`src/rtl/lbr_dump_reader.sv`:
```
// Read-side engine for the LBR register file: samples TOS once, then walks the
// FROM/TO ring newest-to-oldest and streams each record out on valid/ready.
module lbr_dump_reader #(
    parameter int DATA_WIDTH = 64,
    parameter int LBR_SIZE   = 16,
    parameter int SKIP_EMPTY = 1
) (
    input  logic                        clock,
    input  logic                        reset,
    input  logic                        start,
    output logic [$clog2(LBR_SIZE)+1:0] read_sel,
    input  logic [DATA_WIDTH-1:0]       read_data,
    output logic                        lbr_freeze,
    output logic                        busy,
    output logic                        out_valid,
    input  logic                        out_ready,
    output logic [DATA_WIDTH-1:0]       out_from,
    output logic [DATA_WIDTH-1:0]       out_to,
    output logic [$clog2(LBR_SIZE)-1:0] out_index,
    output logic                        done,
    output logic [$clog2(LBR_SIZE):0]   count
);

    localparam int L     = $clog2(LBR_SIZE);
    localparam int SEL_W = L + 2;

    localparam logic [SEL_W-1:0] TOS_ADDR = SEL_W'(1 << (L + 1));
    localparam logic [L-1:0]     LAST_K   = L'(LBR_SIZE - 1);

    typedef enum logic [2:0] {
        IDLE,
        RD_TOS,
        RD_FROM,
        RD_TO,
        SEND,
        FIN
    } state_t;

    state_t                state_q, state_n;
    logic [SEL_W-1:0]      sel_q, sel_n;
    logic [L-1:0]          ptr_q, ptr_n;
    logic [L-1:0]          k_q, k_n;
    logic [DATA_WIDTH-1:0] from_q, from_n;
    logic [DATA_WIDTH-1:0] to_q, to_n;
    logic [L:0]            count_q, count_n;

    always_ff @(posedge clock) begin
        if (reset) begin
            state_q <= IDLE;
            sel_q   <= '0;
            ptr_q   <= '0;
            k_q     <= '0;
            from_q  <= '0;
            to_q    <= '0;
            count_q <= '0;
        end else begin
            state_q <= state_n;
            sel_q   <= sel_n;
            ptr_q   <= ptr_n;
            k_q     <= k_n;
            from_q  <= from_n;
            to_q    <= to_n;
            count_q <= count_n;
        end
    end

    // read_sel is registered: each transition loads the address the next state
    // reads, so the combinational read_data is valid during that state.
    always_comb begin
        state_n = state_q;
        sel_n   = sel_q;
        ptr_n   = ptr_q;
        k_n     = k_q;
        from_n  = from_q;
        to_n    = to_q;
        count_n = count_q;
        case (state_q)
            IDLE: begin
                if (start) begin
                    state_n = RD_TOS;
                    count_n = '0;
                    sel_n   = TOS_ADDR;
                end
            end
            RD_TOS: begin
                ptr_n   = read_data[L-1:0];
                k_n     = '0;
                sel_n   = {2'b00, read_data[L-1:0]};
                state_n = RD_FROM;
            end
            RD_FROM: begin
                from_n  = read_data;
                sel_n   = {2'b01, ptr_q};
                state_n = RD_TO;
            end
            RD_TO: begin
                to_n = read_data;
                if ((SKIP_EMPTY != 0) && (from_q == '0) && (read_data == '0)) begin
                    state_n = FIN;
                end else begin
                    state_n = SEND;
                end
            end
            SEND: begin
                if (out_ready) begin
                    count_n = count_q + (L + 1)'(1);
                    k_n     = k_q + L'(1);
                    ptr_n   = ptr_q - L'(1);
                    if (k_q == LAST_K) begin
                        state_n = FIN;
                    end else begin
                        sel_n   = {2'b00, ptr_q - L'(1)};
                        state_n = RD_FROM;
                    end
                end
            end
            FIN: begin
                state_n = IDLE;
            end
            default: begin
                state_n = IDLE;
            end
        endcase
    end

    assign read_sel   = sel_q;
    assign busy       = (state_q != IDLE);
    assign lbr_freeze = (state_q != IDLE);
    assign out_valid  = (state_q == SEND);
    assign done       = (state_q == FIN);
    assign out_from   = from_q;
    assign out_to     = to_q;
    assign out_index  = ptr_q;
    assign count      = count_q;

endmodule

```
`config.mk`:
```
export PLATFORM = sky130hd
export DESIGN_NAME = lbr_dump_reader
export DESIGN_NICKNAME = d
export VERILOG_FILES = /design/src/rtl/lbr_dump_reader.sv
export SDC_FILE = /design/constraint.sdc
export NUM_CORES = 1
export LEC_CHECK = 0
export CAP_MARGIN = 20
export CORE_ASPECT_RATIO = 1.2
export CORE_MARGIN = 4
export CORE_UTILIZATION = 40
export DETAILED_ROUTE_END_ITERATION = 10
export PLACE_DENSITY = 0.76
export SYNTH_ARGS = -nofsm -noshare
export SYNTH_HDL_FRONTEND = slang
export SYNTH_SLANG_ARGS = --single-unit
export TNS_END_PERCENT = 30
```
`constraint.sdc`:
```
create_clock -name clock -period 1.5 [get_ports clock]
set_input_delay 0.15 -clock clock [delete_from_list [all_inputs] [get_ports clock]]
set_output_delay 0.15 -clock clock [all_outputs]
set_load 0.05 [all_outputs]
```
# After elaboration in Yosys (flattened, before gate mapping)
# Cells that the tools add are included.
[word_totals] ff_bits=150 in_bits=68 output_inout_bits=147 elab_cells=47
[classes] n_addsub=3 n_eq_ne=9 mux=16 reduce_logical=12
[op_table] cell="$logic_not A64 Y1" n=2
[op_table] cell="$pmux W6 S4" n=1
[op_table] cell="$mux W6" n=3
[op_table] cell="$pmux W4 S2" n=2
[op_table] cell="$pmux W3 S5" n=1
[op_table] cell="$mux W5" n=2
[op_table] cell="$pmux W5 S2" n=1
[op_table] cell="$mux W3" n=3
[op_table] cell="$mux W4" n=2
[op_table] cell="$eq A3 B2 Y1 const B" n=2
[op_table] cell="$eq A3 B3 Y1 const B" n=2
[op_table] cell="$add A5 B1 Y5 const B" n=1
[op_table] cell="$add A4 B1 Y4 const B" n=1
[op_table] cell="$eq A4 B4 Y1 const B" n=1
[op_table] cell="$ne A2 B2 Y1 const B" n=2
[op_table] cell="$reduce_and A2 Y1" n=2
[op_table] cell="$reduce_and A4 Y1" n=1
[op_table] cell="$reduce_bool A2 Y1" n=2
[op_table] cell="$reduce_bool A4 Y1" n=1
[op_table] cell="$sub A4 B1 Y4 const B" n=1
[op_table] cell="$eq A3 B1 Y1 const B" n=1
[op_table] cell="$logic_not A3 Y1" n=1
[op_table] cell="$reduce_and A3 Y1" n=1
[op_table] cell="$reduce_bool A3 Y1" n=1
[op_table] cell="other kinds (3)" n=3

# Logic depth before layout (Yosys ltp)
[depth] word_depth=4 mapped_depth=7

# Worst setup path before layout
# OpenSTA, ideal clock, no wires.
[synth_path] path_kind="reg-to-reg" startpoint="reg ptr_q[0], in the netlist out_index[0]" endpoint="reg sel_q[2], in the netlist read_sel[2]" setup_ns=0.093 arrival_ns=1.634 path_slack_ns=-0.227 stages_incl_launch_ff=7 synth_period_minus_slack_ns=1.727 path_cell_list="dfxtp_1 inv_1 ha_1 xnor2_1 o22ai_1 a22oi_1 o32ai_1"
[synth_via] elab_chain_cells=4
[synth_lines] element="start: declaration" line="41" source="logic [L-1:0] ptr_q, ptr_n;"
[synth_lines] element="start signal: assignment" line="59" source="ptr_q <= ptr_n;"
[synth_lines] element="$sub A4 B1 Y4" line="112" source="sel_n = {2'b00, ptr_q - L'(1)};"
[synth_lines] element="$mux W6" line="109" source="if (k_q == LAST_K) begin"
[synth_lines] element="$mux W6" line="105" source="if (out_ready) begin"
[synth_lines] element="$pmux W6 S4" line="77" source="case (state_q)"
[synth_lines] element="end signal: assignment" line="58" source="sel_q <= sel_n;"
[synth_lines] element="end: declaration" line="40" source="logic [SEL_W-1:0] sel_q, sel_n;"
# Every way passes these cells. The select of a mux whose other input is x is not followed.
# A chain may end at the register's enable or synchronous reset.

# Worst setup path in the final report
[layout_path] startpoint="reg state_q[0]" endpoint="out out_valid"
[layout_via] elab_chain_cells=1
[layout_lines] element="start: declaration" line="39" source="state_t state_q, state_n;"
[layout_lines] element="start signal: assignment" line="57" source="state_q <= state_n;"
[layout_lines] element="$eq A3 B3 Y1" line="129" source="assign out_valid = (state_q == SEND);"
[layout_lines] element="end: declaration" line="15" source="output logic out_valid,"
# Every way passes these cells.

==> summary.md <==
| Metric | Value |
|---|---|
| Crit. path cell count | `5` |
| CTS Buf Count | `17` |
| Crit path cell chain | `buf_6, or3b_4, inv_8, buf_6, buf_12` |
| Area Growth Syn to Fin | `87.1%` |
| Die height | `140 microns` |
| Worst-Margin Slew | `0.651 ns` |
| Async SR Flop Fraction | `0%` |
| Top-area cell type share of the netlist area | `about half` |
| IO Pins | `215` |
| Row Count | `48` |
| WP data arrival | `about 1.6 ns` |
| Number of synthesized register bits | `150` |
| CP endpoint kind | `output pin` |
| Cell variety after synth | `46` |
| Maximum vdd drop | `0.000685 V` |
| Routed wl met3 | `1.87 mm` |
| Post-synth EDFFs | `0` |
| Initial Util | `40.7%` |
| Max incr delay on CP | `approximately 0.41 ns` |
| Final worst slack | `-0.231 ns` |
| M1 wire length | `9.67 mm` |
| Met2 wire length | `13.1 mm` |
| 1st-iter DRT viols | `~570` |
| Hold Crit Class | `in2reg` |
| Yosys warnings | `0` |
| Kind of critical path | `reg2out` |
| Hold Buf Count CTS | `0` |
| Cell taking the most area after synthesis | `dfxtp_1` |
| Simple-Gate Fraction of Synth Area | `a little over a quarter` |
| Worst path top cell family by delay | `buffers and inverters` |
| Final #Nets | `1196` |
| Mux cell area share after synthesis | `0.193%` |
| Initial antenna violation count | `1` |
| Final wirelength | `between 20 and 30 mm` |
| Placer Congestion | `approximately 0.87` |
| Final Hold Vio Count | `0` |
| Skew final | `0.00570 ns` |
| Top post-synthesis cells by area | `dfxtp_1 51%, nand2_1 17%, a21oi_1 12%, nor4_1 3.4%, clkbuf_1 1.8%` |
| Number of global-route vias before repair | `6589` |
| Outcome | `finished with violations` |
| Die area | `0.0166 sq mm` |
| Slew Limit Headroom | `about 57%` |
| Fmax | `0.578 GHz` |
| Final critical-path required period | `1.73 ns` |
| Die width | `118 microns` |
| TritonRoute pass-1 iters | `5` |
| CTS max path bufs | `2` |
| Top cell by count, worst path | `buf_6` |
| Highest routing layer actually used | `met4` |
| DR vias/cell | `5.51` |
| DPL Wire Length | `between 15 and 20 mm` |
| H-tree depth | `4` |
| Post-Synth Adder-Cell Area | `0.642%` |
| Period utilization | `115%` |
| Setup tns final | `-11.29 ns` |
| Post-synthesis xor/xnor area fraction | `less than 1%` |
| Placed Area | `0.00901 sq mm` |
| Avg Cell Area, Syn | `7.74 sq um` |
| Leakage power | `0.00449 uW` |
| Congestion Overflow GR | `0` |
| CTS tree | `built` |
| Total track usage | `26.3%` |
| Post-DR wirelength/cell | `19.8 microns` |
| Slowest CP cell | `or3b_4` |
| CP Data Required Time | `1.35 ns` |
| Routed Antenna Nets | `0` |
| DRC | `0` |
| Core area | `0.0144 sq mm` |
| Largest family of logic cells by synthesized area | `simple AND/OR/NAND/NOR gates` |
| Synth Instances | `between 700 and 800` |
| Vias | `7243` |
| Worst Hold Depth | `3` |
| RSZ-0062 raised after global routing | `yes` |
| Slew Viols, Final | `0` |
| Count of final setup violators | `142` |
| Ys flop type | `dfxtp_1` |
| Post-synthesis sequential area ratio | `between 50% and 60%` |
| Skew-Pair Late Insertion Delay | `approximately 0.43 ns` |
| Synthesized area | `roughly 0.0058 sq mm` |
| Clock transition at path regs | `0.06 ns` |
| Sinks on the clock net | `150` |
| Failing checks | `negative setup slack` |
| Mapped Nets | `826` |
| Buf/Inv on CP | `4` |
| Max-Cap Viols | `0` |
| Compound-gate portion of the synthesized area | `16.4%` |
| PD cells | `1000 mW/mm^2` |
| Reg2Reg Depth | `4` |
| Root buf cell | `clkbuf_16` |
| First-pass GRT wire length | `34.7 mm` |
| Crit path max fanout | `3` |
| Design area | `0.0109 sq mm` |
| Share of cells above drive strength 1 | `49.8%` |
| Pin count of the biggest net entering global routing | `between 100 and 150` |
| IO buf count | `214` |
| CP Launch Type | `flop` |
-- final timing paths --
check                            start                        to  slack (ns)
min                              reset  read_sel[0]$_SDFFE_PP0P_        0.17
max            state_q[0]$_SDFFE_PP0P_                 out_valid       -0.23
min reg2reg    out_to[55]$_SDFFE_PP0P_   out_to[55]$_SDFFE_PP0P_        0.45
max reg2reg  out_from[35]$_SDFFE_PP0N_   state_q[0]$_SDFFE_PP0P_       -0.23
-- worst min-delay path, stage by stage --
cell and delay [ns]:
buf_4 0.13, inv_1 0.13, o311a_1 0.14
-- metal layers --
metal / vias up / global-route usage [%]
met5: - / 0
met4: 0 / 14.6
met3: 96 / 5.90
met2: 342 / 46.2
met1: 3483 / 29.4
li1: 3322 / -
-- kinds of logic (layout without fill, tap and decap cells) --
kind of cell	count (synthesis)	count (layout)
simple gates	358	358
compound gates	175	175
flops	150	150
buf+inv	63	446
xor+xnor	5	5
fa+ha+maj	3	3
mux	1	1
other cells	0	1
-- flip-flops by register name, indices dropped and copies added, names as in the netlist --
signal / cells
state_q: 3
count: 5
out_to: 64
out_from: 64
k_q: 4
read_sel: 6
out_index: 4
-- where the power goes --
group / internal (uW) / switching, uW / total, uW
logic: 1120 / 1410 / 2520
clock network: 2470 / 1740 / 4220
registers: 4120 / 112 / 4230
-- layout by cell type, fill, tap and decap left out, types with 4 or more instances in the layout --
cell type	n
clkbuf_16	30
nor2_1	13
a21oi_2	55
buf_4	290
nor4_2	6
nand2_4	20
inv_1	11
clkinvlp_4	4
a21oi_1	82
xor2_1	4
nand2_2	42
clkdlybuf4s50_1	66
nand2_1	208
nand4_1	8
buf_12	13
nor4_1	23
nand3_1	8
o211ai_1	4
o21ai_0	6
dfxtp_4	10
dfxtp_2	36
buf_6	17
dfxtp_1	104
-- repair_timing --
action / 4_1_cts / 5_1_grt
gates resized for setup: 46 / 168
buffers inserted: 11 / 10
setup endpoints to repair: 82 / 148
cloned: 3 / 13
pin swaps: 18 / 97
-- final cells by class --
cell class / instances / area [sq um]
Clock inverter: 10 / 96.3
Inverter: 12 / 52.6
Antenna cell: 1 / 2.50
Timing Repair Buffer: 402 / 3690
Clock buffer: 22 / 485
Multi-Input combinational cell: 542 / 3310
Sequential cell: 150 / 3090
Tap cell: 175 / 219
Fill cell: 954 / 3420
-- synthesized netlist by cell type, types with 3 or more instances --
library cell / number
nor2_1: 14
and3_1: 3
ha_1: 3
inv_1: 11
buf_2: 13
nor4_1: 32
o21ai_0: 8
o211ai_1: 4
clkbuf_1: 28
a21o_1: 3
nand2_1: 271
a221oi_1: 3
nand4_1: 8
o32ai_1: 3
a22oi_1: 4
xor2_1: 4
nor2b_1: 3
a21oi_1: 138
or4_1: 3
buf_1: 9
nand2b_1: 3
nand3_1: 8
dfxtp_1: 150
-- per-stage QoR --
stage / std cells / setup WS, ns / hold slack, ns / util, % / power, uW
finish: 1314 / -0.231 / 0.175 / 76.2 / 11000
floorplan: 755 / -0.0515 / 0.276 / - / 5270
detailed placement: 1246 / -0.601 / 0.448 / 62.8 / 6270
CTS: 1290 / -0.244 / 0.116 / 69.3 / 10600
global placement: 1246 / -0.587 / 0.442 / 62.8 / 6250
global route: 1314 / -0.317 / 0.188 / 76.2 / 11300
(Power assumes the default switching activity.)
